`src/rtl/cpu_ctrl_pkg.sv`:
```
// Shared constants for the control sequencer: opcodes, state encoding,
// bus-source bit indices, ALU op codes and the bundled strobe word.
package cpu_ctrl_pkg;

  localparam int NUM_REGS = 16;
  localparam int BUS_SRCS = 24;

  localparam logic [4:0] OP_LD   = 5'b00000;
  localparam logic [4:0] OP_ST   = 5'b00010;
  localparam logic [4:0] OP_ADD  = 5'b00011;
  localparam logic [4:0] OP_SUB  = 5'b00100;
  localparam logic [4:0] OP_AND  = 5'b00101;
  localparam logic [4:0] OP_OR   = 5'b00110;
  localparam logic [4:0] OP_MUL  = 5'b01111;
  localparam logic [4:0] OP_JR   = 5'b10101;
  localparam logic [4:0] OP_IN   = 5'b10110;
  localparam logic [4:0] OP_OUT  = 5'b10111;
  localparam logic [4:0] OP_MFHI = 5'b11000;
  localparam logic [4:0] OP_MFLO = 5'b11001;
  localparam logic [4:0] OP_NOP  = 5'b11010;
  localparam logic [4:0] OP_HALT = 5'b11011;

  // T0..T6 encode as their step number so step falls straight out of the state
  localparam logic [3:0] ST_T0   = 4'd0;
  localparam logic [3:0] ST_T1   = 4'd1;
  localparam logic [3:0] ST_T2   = 4'd2;
  localparam logic [3:0] ST_T3   = 4'd3;
  localparam logic [3:0] ST_T4   = 4'd4;
  localparam logic [3:0] ST_T5   = 4'd5;
  localparam logic [3:0] ST_T6   = 4'd6;
  localparam logic [3:0] ST_IDLE = 4'd7;
  localparam logic [3:0] ST_HALT = 4'd8;

  localparam int BUS_HI     = 16;
  localparam int BUS_LO     = 17;
  localparam int BUS_ZHI    = 18;
  localparam int BUS_ZLO    = 19;
  localparam int BUS_PC     = 20;
  localparam int BUS_MDR    = 21;
  localparam int BUS_INPORT = 22;
  localparam int BUS_RAM    = 23;

  localparam logic [2:0] ALU_ADD = 3'd0;
  localparam logic [2:0] ALU_SUB = 3'd1;
  localparam logic [2:0] ALU_AND = 3'd2;
  localparam logic [2:0] ALU_OR  = 3'd3;
  localparam logic [2:0] ALU_MUL = 3'd4;

  typedef struct packed {
    logic [BUS_SRCS-1:0] bus_sel;
    logic [NUM_REGS-1:0] reg_in;
    logic                pc_in;
    logic                ir_in;
    logic                mar_in;
    logic                mdr_in;
    logic                y_in;
    logic                z_in;
    logic                hi_in;
    logic                lo_in;
    logic                outport_in;
    logic                inc_pc;
    logic [2:0]          alu_op;
    logic                mem_read;
    logic                mem_write;
    logic [2:0]          step;
    logic                halted;
    logic                illegal_op;
  } ctrl_t;

  function automatic logic [2:0] alu_code(input logic [4:0] op);
    case (op)
      OP_SUB:  return ALU_SUB;
      OP_AND:  return ALU_AND;
      OP_OR:   return ALU_OR;
      OP_MUL:  return ALU_MUL;
      default: return ALU_ADD;
    endcase
  endfunction

endpackage

```
`src/rtl/ctrl_strobe_decode.sv`:
```
// Pure combinational map from (state, ir) to every bus select and load strobe.
// Defaults everything low so each state only names the strobes it raises.
module ctrl_strobe_decode
  import cpu_ctrl_pkg::*;
(
  input  logic [3:0]  state_i,
  input  logic [31:0] ir_i,
  output ctrl_t       ctrl_o
);

  logic [4:0] op;
  logic [3:0] ra;
  logic [3:0] rb;
  logic [3:0] rc;
  logic       unused_ir;

  assign op        = ir_i[31:27];
  assign ra        = ir_i[26:23];
  assign rb        = ir_i[22:19];
  assign rc        = ir_i[18:15];
  assign unused_ir = ^ir_i[14:0];

  always_comb begin
    ctrl_o      = '0;
    ctrl_o.step = (state_i <= ST_T6) ? state_i[2:0] : 3'd7;
    case (state_i)
      ST_T0: begin
        ctrl_o.bus_sel[BUS_PC] = 1'b1;
        ctrl_o.mar_in          = 1'b1;
        ctrl_o.inc_pc          = 1'b1;
        ctrl_o.z_in            = 1'b1;
      end
      ST_T1: begin
        ctrl_o.bus_sel[BUS_ZLO] = 1'b1;
        ctrl_o.pc_in            = 1'b1;
        ctrl_o.mem_read         = 1'b1;
        ctrl_o.mdr_in           = 1'b1;
      end
      ST_T2: begin
        ctrl_o.bus_sel[BUS_MDR] = 1'b1;
        ctrl_o.ir_in            = 1'b1;
      end
      ST_T3: begin
        case (op)
          OP_ADD, OP_SUB, OP_AND, OP_OR: begin
            ctrl_o.bus_sel[rb] = 1'b1;
            ctrl_o.y_in        = 1'b1;
          end
          OP_MUL: begin
            ctrl_o.bus_sel[ra] = 1'b1;
            ctrl_o.y_in        = 1'b1;
          end
          OP_LD, OP_ST: begin
            ctrl_o.bus_sel[rb] = 1'b1;
            ctrl_o.mar_in      = 1'b1;
          end
          OP_JR: begin
            ctrl_o.bus_sel[ra] = 1'b1;
            ctrl_o.pc_in       = 1'b1;
          end
          OP_IN: begin
            ctrl_o.bus_sel[BUS_INPORT] = 1'b1;
            ctrl_o.reg_in[ra]          = 1'b1;
          end
          OP_OUT: begin
            ctrl_o.bus_sel[ra] = 1'b1;
            ctrl_o.outport_in  = 1'b1;
          end
          OP_MFHI: begin
            ctrl_o.bus_sel[BUS_HI] = 1'b1;
            ctrl_o.reg_in[ra]      = 1'b1;
          end
          OP_MFLO: begin
            ctrl_o.bus_sel[BUS_LO] = 1'b1;
            ctrl_o.reg_in[ra]      = 1'b1;
          end
          OP_NOP, OP_HALT: ;
          default: ctrl_o.illegal_op = 1'b1;
        endcase
      end
      ST_T4: begin
        case (op)
          OP_ADD, OP_SUB, OP_AND, OP_OR: begin
            ctrl_o.bus_sel[rc] = 1'b1;
            ctrl_o.alu_op      = alu_code(op);
            ctrl_o.z_in        = 1'b1;
          end
          OP_MUL: begin
            ctrl_o.bus_sel[rb] = 1'b1;
            ctrl_o.alu_op      = ALU_MUL;
            ctrl_o.z_in        = 1'b1;
          end
          OP_LD: begin
            ctrl_o.mem_read = 1'b1;
            ctrl_o.mdr_in   = 1'b1;
          end
          // Store data comes off the bus, so MDR loads without a memory read
          OP_ST: begin
            ctrl_o.bus_sel[ra] = 1'b1;
            ctrl_o.mdr_in      = 1'b1;
          end
          default: ;
        endcase
      end
      ST_T5: begin
        case (op)
          OP_ADD, OP_SUB, OP_AND, OP_OR: begin
            ctrl_o.bus_sel[BUS_ZLO] = 1'b1;
            ctrl_o.reg_in[ra]       = 1'b1;
          end
          OP_MUL: begin
            ctrl_o.bus_sel[BUS_ZLO] = 1'b1;
            ctrl_o.lo_in            = 1'b1;
          end
          OP_LD: begin
            ctrl_o.bus_sel[BUS_MDR] = 1'b1;
            ctrl_o.reg_in[ra]       = 1'b1;
          end
          OP_ST:   ctrl_o.mem_write = 1'b1;
          default: ;
        endcase
      end
      ST_T6: begin
        if (op == OP_MUL) begin
          ctrl_o.bus_sel[BUS_ZHI] = 1'b1;
          ctrl_o.hi_in            = 1'b1;
        end
      end
      ST_HALT: ctrl_o.halted = 1'b1;
      default: ;
    endcase
  end

endmodule

```
`src/rtl/control_sequencer.sv`:
```
// Moore control-step sequencer: state register plus next-state logic; all
// strobes come from ctrl_strobe_decode. Memory waits hold T1/T4/T5 indefinitely.
module control_sequencer
  import cpu_ctrl_pkg::*;
(
  input  logic                clock,
  input  logic                reset,
  input  logic                run,
  input  logic [31:0]         ir,
  input  logic                mem_ready,
  output logic [BUS_SRCS-1:0] bus_sel,
  output logic [NUM_REGS-1:0] reg_in,
  output logic                pc_in,
  output logic                ir_in,
  output logic                mar_in,
  output logic                mdr_in,
  output logic                y_in,
  output logic                z_in,
  output logic                hi_in,
  output logic                lo_in,
  output logic                outport_in,
  output logic                inc_pc,
  output logic [2:0]          alu_op,
  output logic                mem_read,
  output logic                mem_write,
  output logic [2:0]          step,
  output logic                halted,
  output logic                illegal_op
);

  logic [3:0] state_q;
  logic [3:0] state_d;
  logic [3:0] done_st;
  logic [4:0] op;
  ctrl_t      ctrl;

  assign op      = ir[31:27];
  assign done_st = run ? ST_T0 : ST_IDLE;

  always_comb begin
    state_d = state_q;
    case (state_q)
      ST_IDLE: if (run) state_d = ST_T0;
      ST_T0:   state_d = ST_T1;
      ST_T1:   if (mem_ready) state_d = ST_T2;
      ST_T2:   state_d = ST_T3;
      ST_T3: begin
        case (op)
          OP_ADD, OP_SUB, OP_AND, OP_OR,
          OP_MUL, OP_LD, OP_ST:  state_d = ST_T4;
          OP_HALT:               state_d = ST_HALT;
          default:               state_d = done_st;
        endcase
      end
      ST_T4: begin
        case (op)
          OP_LD: if (mem_ready) state_d = ST_T5;
          OP_ADD, OP_SUB, OP_AND, OP_OR,
          OP_MUL, OP_ST:         state_d = ST_T5;
          default:               state_d = done_st;
        endcase
      end
      ST_T5: begin
        case (op)
          OP_MUL:  state_d = ST_T6;
          OP_ST:   if (mem_ready) state_d = done_st;
          default: state_d = done_st;
        endcase
      end
      ST_T6:   state_d = done_st;
      ST_HALT: state_d = ST_HALT;
      default: state_d = ST_IDLE;
    endcase
  end

  always_ff @(posedge clock) begin
    if (reset) state_q <= ST_IDLE;
    else       state_q <= state_d;
  end

  ctrl_strobe_decode u_decode (
    .state_i (state_q),
    .ir_i    (ir),
    .ctrl_o  (ctrl)
  );

  assign bus_sel    = ctrl.bus_sel;
  assign reg_in     = ctrl.reg_in;
  assign pc_in      = ctrl.pc_in;
  assign ir_in      = ctrl.ir_in;
  assign mar_in     = ctrl.mar_in;
  assign mdr_in     = ctrl.mdr_in;
  assign y_in       = ctrl.y_in;
  assign z_in       = ctrl.z_in;
  assign hi_in      = ctrl.hi_in;
  assign lo_in      = ctrl.lo_in;
  assign outport_in = ctrl.outport_in;
  assign inc_pc     = ctrl.inc_pc;
  assign alu_op     = ctrl.alu_op;
  assign mem_read   = ctrl.mem_read;
  assign mem_write  = ctrl.mem_write;
  assign step       = ctrl.step;
  assign halted     = ctrl.halted;
  assign illegal_op = ctrl.illegal_op;

endmodule

```
`config.mk`:
```
export PLATFORM = sky130hd
export DESIGN_NAME = control_sequencer
export DESIGN_NICKNAME = d
export VERILOG_FILES = /design/src/rtl/cpu_ctrl_pkg.sv /design/src/rtl/ctrl_strobe_decode.sv /design/src/rtl/control_sequencer.sv
export SDC_FILE = /design/constraint.sdc
export NUM_CORES = 1
export LEC_CHECK = 0
export BUFFER_PORTS_ARGS = -buffer_cell sky130_fd_sc_hd__buf_2
export CAP_MARGIN = 20
export CORE_UTILIZATION = 50
export CTS_BUF_LIST = sky130_fd_sc_hd__clkbuf_4
export DETAILED_ROUTE_END_ITERATION = 7
export PLACE_DENSITY = 0.84
export SLEW_MARGIN = 20
export SYNTH_ARGS = -nofsm -noshare
export SYNTH_HDL_FRONTEND = slang
export SYNTH_HIERARCHICAL = 1
export SYNTH_SLANG_ARGS = --single-unit
```
`constraint.sdc`:
```
create_clock -name clock -period 2.3 [get_ports clock]
set_clock_uncertainty 0.15 [all_clocks]
set_input_delay 0.115 -clock clock [delete_from_list [all_inputs] [get_ports clock]]
set_output_delay 0.115 -clock clock [all_outputs]
set_load 0.1 [all_outputs]
```
==> summary.md, run 1 <==
| Metric | Value |
|---|---|
| Mapped cell area | `2160 µm²` |
| CTS Buffer Depth | `2` |
| Initial Utilization | `0.530` |
| Stop err | `[ERROR GRT-0232] Routing congestion too high. Check the congestion heatmap in the GUI.` |
| GR repair worst EP | `bus_sel[10]` |
| Pin count of the biggest net entering global routing | `21` |
| Total grt overflow | `190` |
| Gr usage total | `0.923` |
| H-tree levels | `1` |
| Post-synth top cells | `nor2_1 (28), nor3_1 (22), a21oi_1 (20)` |
| Asr flop ratio synth | `0` |
| Synth top area share | `0.0555` |
| Synth unique cells | `71` |
| Chip width | `roughly 68 µm` |
| Synth area leaders | `a211oi_1 (5.5%), nor3_1 (5.1%), nand2b_1 (4.9%)` |
| Most common cell in the netlist | `nor2_1` |
| Outcome | `did not finish` |
| Number of enable flip-flop cells after synthesis | `0` |
| Sequential fraction of the synthesis area | `0.0370` |
| RD Place Congestion | `slightly above 1` |
| Placed cell area | `roughly 3800 µm²` |
| Net Count, Synth | `roughly 350` |
| # IOs | `96` |
| Number of buffers added on ports | `about 80` |
| TritonCTS Buffers | `3` |
| DIE HEIGHT | `about 68 µm` |
| Synth warnings | `6` |
| Main synth FF type | `dfxtp_1` |
| Halt point of the flow | `global routing (5_1_grt)` |
| Syn Area/Cell | `about 6.8 µm²` |
| Synthesized instance count | `between 300 and 400` |
| CTS sink count | `4` |
| Cell taking the most area after synthesis | `a211oi_1` |
| Worst_ep kind | `primary output` |
| Root Buffer | `clkbuf_4` |
| Hpwl dp | `between 7000 and 8000 µm` |
| Seq cells post-synth | `4` |
| FP Rows | `23` |
[cell families after synthesis]
logic type	Yosys count	share of synthesized area
and+or+nand+nor	141	0.387
AOI/OAI and AO/OA	122	0.446
buffers and inverters	46	0.112
DFF	4	0.0370
xor gates and xnor gates	3	0.0121
adders and majority gates	1	0.00520
other	1	0.00173
[metal layers]
layer | GRT usage | GRT overflow
met1 | 0.853 | 3
met2 | 1.12 | 123
met3 | 0.725 | 4
met4 | 1.09 | 60
met5 | 0.488 | 0
[through the flow]
stage                     setup WS, ps  utilization  hold slack [ps]  cells  setup TNS, ps
after floorplan                   -417            -             34.4    318          -3860
after global placement           -66.5        0.932              237    444           -337
after detailed placement          -213        0.932              247    444          -1960
after CTS                        -10.9        0.947              244    449          -10.9
[repair_timing]
item / CTS
gates resized for setup: 4
setup buffers: 1
endpoints found under the setup margin: 32
hold buffers: 1
pin swaps: 2
gates cloned: 0
hold endpoints to repair: 1
==> run 2: changes to the inputs <==
CORE_UTILIZATION = 35   (was 50)
CTS_BUF_LIST = unset   (was sky130_fd_sc_hd__clkbuf_4)
PLACE_DENSITY = unset   (was 0.84)
PLACE_DENSITY_LB_ADDON = 0.15   (was unset)
==> run 2 against run 1 <==
The run now ends clean; area after synthesis stayed put; synthesized cell count stayed put.
==> summary.md, run 2 <==
| Metric | Value |
|---|---|
| Outcome | `complete, no violations (was did not finish)` |
| Net switching power | `about 1300 µW` |
| Total grt overflow | `0` |
| Syn Area/Cell | `6.81 µm² (unchanged)` |
| Pin count of the biggest net entering global routing | `25` |
| Setup Crit Path Kind | `input port to output port` |
| Setup TNS | `0 ps` |
| Slowest cell delay on critical path | `610 ps` |
| Final hold viol count | `0` |
| F_max | `447 MHz` |
| Drt total wl | `8230 µm` |
| Diode count | `0` |
| RD Place Congestion | `0.946 (was 1.03)` |
| Setup Slack @ Placement | `-113 ps (was -213 ps)` |
| Crit path cell chain | `buf_2 -> buf_12 -> or4_4 -> buf_4 -> nor3_1 -> a211oi_1 -> o22ai_2 -> buf_12` |
| Largest registers | `state_q: 4 flops` |
| GR met3 Demand/Resource | `0.0136` |
| Iter 0 DRT Violations | `between 200 and 300` |
| Post-synth top cells | `nor2_1 (28), nor3_1 (22), a21oi_1 (20) (unchanged)` |
| CP endpoint kind | `output port` |
| Area Overhead vs Synth | `85.8%` |
| Reg2reg path depth | `6` |
| First drt pass iteration count | `5` |
| TritonCTS Buffers | `3 (unchanged)` |
| Number of buffers added on ports | `79 (unchanged)` |
| PwrDens | `approximately 500 nW/µm²` |
| Hpwl dp | `6540 µm (was 7870 µm)` |
| H-tree levels | `1 (unchanged)` |
| CP Data Arrival Time | `1970 ps` |
| Maximum VDD drop | `between 700 and 800 µV` |
| Chip width | `80.6 µm (was 67.8 µm)` |
| Worst Setup Slack, final | `about 65 ps` |
| Share of post-route cells with drive strength above 1 | `0.507` |
| Met1 Usage GRT | `0.397` |
| Reg-to-Reg Start | `state_q[0]` |
| Reg-to-reg slack, setup | `around 350 ps` |
| Initial Utilization | `0.363 (was 0.530)` |
| Fillers | `approximately 500` |
| Top reg by flops | `state_q` |
| DIE HEIGHT | `80.6 µm (was 67.8 µm)` |
| CP Launch Type | `input port` |
| Multi-input gate area | `about 2300 µm²` |
| Hold Crit Class | `input port to flop` |
| Synth area leaders | `a211oi_1 (5.5%), nor3_1 (5.1%), nand2b_1 (4.9%) (unchanged)` |
| Flop pwr share | `0.080` |
| Min Hold Slack | `between 30 and 40 ps` |
| Setup repair after global routing missed its margin | `false` |
| Comb power frac | `0.851` |
| Synthesized instance count | `318 (unchanged)` |
| Antenna Nets Post-Route | `0` |
| Final period utilization | `0.972` |
| Setup Viol. Count Final | `0` |
| Total power | `2020 µW` |
| Hold path start | `reset` |
| Asr flop ratio synth | `0 (unchanged)` |
| Net Count, Synth | `354 (unchanged)` |
| Commonest non-fill, non-tap cell in the layout | `buf_12` |
| Cell taking the most area after synthesis | `a211oi_1 (unchanged)` |
| Final slew viol count | `0` |
| Slowest cell on crit path | `or4_4` |
| Hold depth | `2` |
| Number of global-route vias before repair | `between 2000 and 3000` |
| FP Rows | `28 (was 23)` |
| Sequential fraction of the synthesis area | `0.0370 (unchanged)` |
| Synth top area share | `0.0555 (unchanged)` |
| Leak | `0.00127 µW` |
| Global-route wire length before repair | `13500 µm` |
| Slew HR | `0.543` |
| Max reg flops | `4` |
| Global route hottest layer | `met2` |
| Drt wl/cell | `about 17 µm` |
| Seq cells post-synth | `4 (unchanged)` |
| Global-route met2 utilization | `0.409` |
| Final Critical Period | `between 2000 and 2500 ps` |
| Critical R2R Capture | `state_q[0]` |
| Mapped cell area | `2160 µm² (unchanged)` |
| CTS sink count | `4 (unchanged)` |
| Synth warnings | `6 (unchanged)` |
| Slew at the pin with the worst max-slew slack | `just under 700 ps` |
| Register area | `between 80 and 90 µm²` |
| Critical path peak fanout | `19` |
| CTS Buffer Depth | `2 (unchanged)` |
| Req. time, crit path | `~2000 ps` |
| Die area | `roughly 6500 µm²` |
| Clock Pin Slew Worst Setup and Hold Paths | `~30 ps` |
| Number of enable flip-flop cells after synthesis | `0 (unchanged)` |
| Synth unique cells | `71 (unchanged)` |
| Most common cell in the netlist | `nor2_1 (unchanged)` |
| Internal power | `approximately 710 µW` |
| Via Count | `2989` |
| Net Sw Frac | `0.651` |
| Most frequent cells in the layout | `buf_12 (52), buf_4 (36), buf_2 (30), nor2_1 (21), nor3_1 (18)` |
| Placed cell area | `3910 µm² (was 3810 µm²)` |
| Gr usage total | `0.261` |
| Final Cell Area | `4020 µm²` |
| Worst-Skew Late Latency | `roughly 210 ps` |
| Vias/cell | `6.24` |
| Root Buffer | `clkbuf_8 (was clkbuf_4)` |
| Most frequent CP cell | `buf_12` |
| Clk pwr share | `0.069` |
| Initial antenna violation count | `0` |
| Max-cap violations | `0` |
| CTS tree | `done` |
| # nets final | `442` |
| Core area | `roughly 6000 µm²` |
| Main synth FF type | `dfxtp_1 (unchanged)` |
| Drt drc | `0` |
| Hold Path Sink | `state_q[3]` |
| # IOs | `96 (unchanged)` |
run 2: cell counts after synthesis:
Identical to the previous run, type by type.
run 2: worst max-delay path by stage:
stage	endpoint	from	slack, ps
after floorplan	mar_in	state_q[2]	-420
after global placement	bus_sel[12]	ir[30]	-60
after detailed placement	bus_sel[12]	ir[30]	-110
after CTS	reg_in[6]	state_q[2]	10
after global routing	bus_sel[1]	ir[31]	10
final	bus_sel[13]	ir[31]	60
run 2: cell type report:
type,count,share of cell area
well taps,75,0.0233
flip-flops and latches,4,0.0208
clock buffers,3,0.0103
multi-input cells,268,0.568
repair buffers,119,0.366
inverters,10,0.0112
run 2: metal layers:
layer	vias to the layer above	part of all wire
li1	1440	-
met4	0	0.0036
met5	-	0
met3	4	0.071
met1	1410	0.46
met2	135	0.47
run 2: what timing repair did:
action / CTS / global route
hold buffers: 0 / 0
setup endpoints to repair: 15 / 20
setup buffers: 2 / 1
gates resized for setup: 1 / 8
pin swaps: 1 / 2
run 2: critical path: cells and delay by family:
kind	cells	cell delay [ps]
simple gates	2	860
buf+inv	4	680
compound gates	2	300
run 2: power groups by stage:
stage / Clock (µW) / Sequential (µW) / Combinational [µW]
floorplan: 0 / 129 / 1360
global placement: 0 / 158 / 1670
detailed placement: 0 / 158 / 1690
CTS: 144 / 158 / 1700
global route: 152 / 164 / 1810
finish: 141 / 161 / 1720
run 2: through the flow:
step,cells,util
detailed placement,473,0.657
floorplan,318,-
global placement,473,0.657
global route,479,0.675
CTS,478,0.670
finish,479,0.675
run 2: cell families after synthesis:
family                     after synthesis  share of synthesized area
buffers and inverters                   46                      0.112
xor gates and xnor gates                 3                     0.0121
adders and majority gates                1                    0.00520
AOI/OAI and AO/OA                      122                      0.446
and+or+nand+nor                        141                      0.387
other                                    1                    0.00173
DFF                                      4                     0.0370
Note: power is estimated with default switching activity, not from simulation.
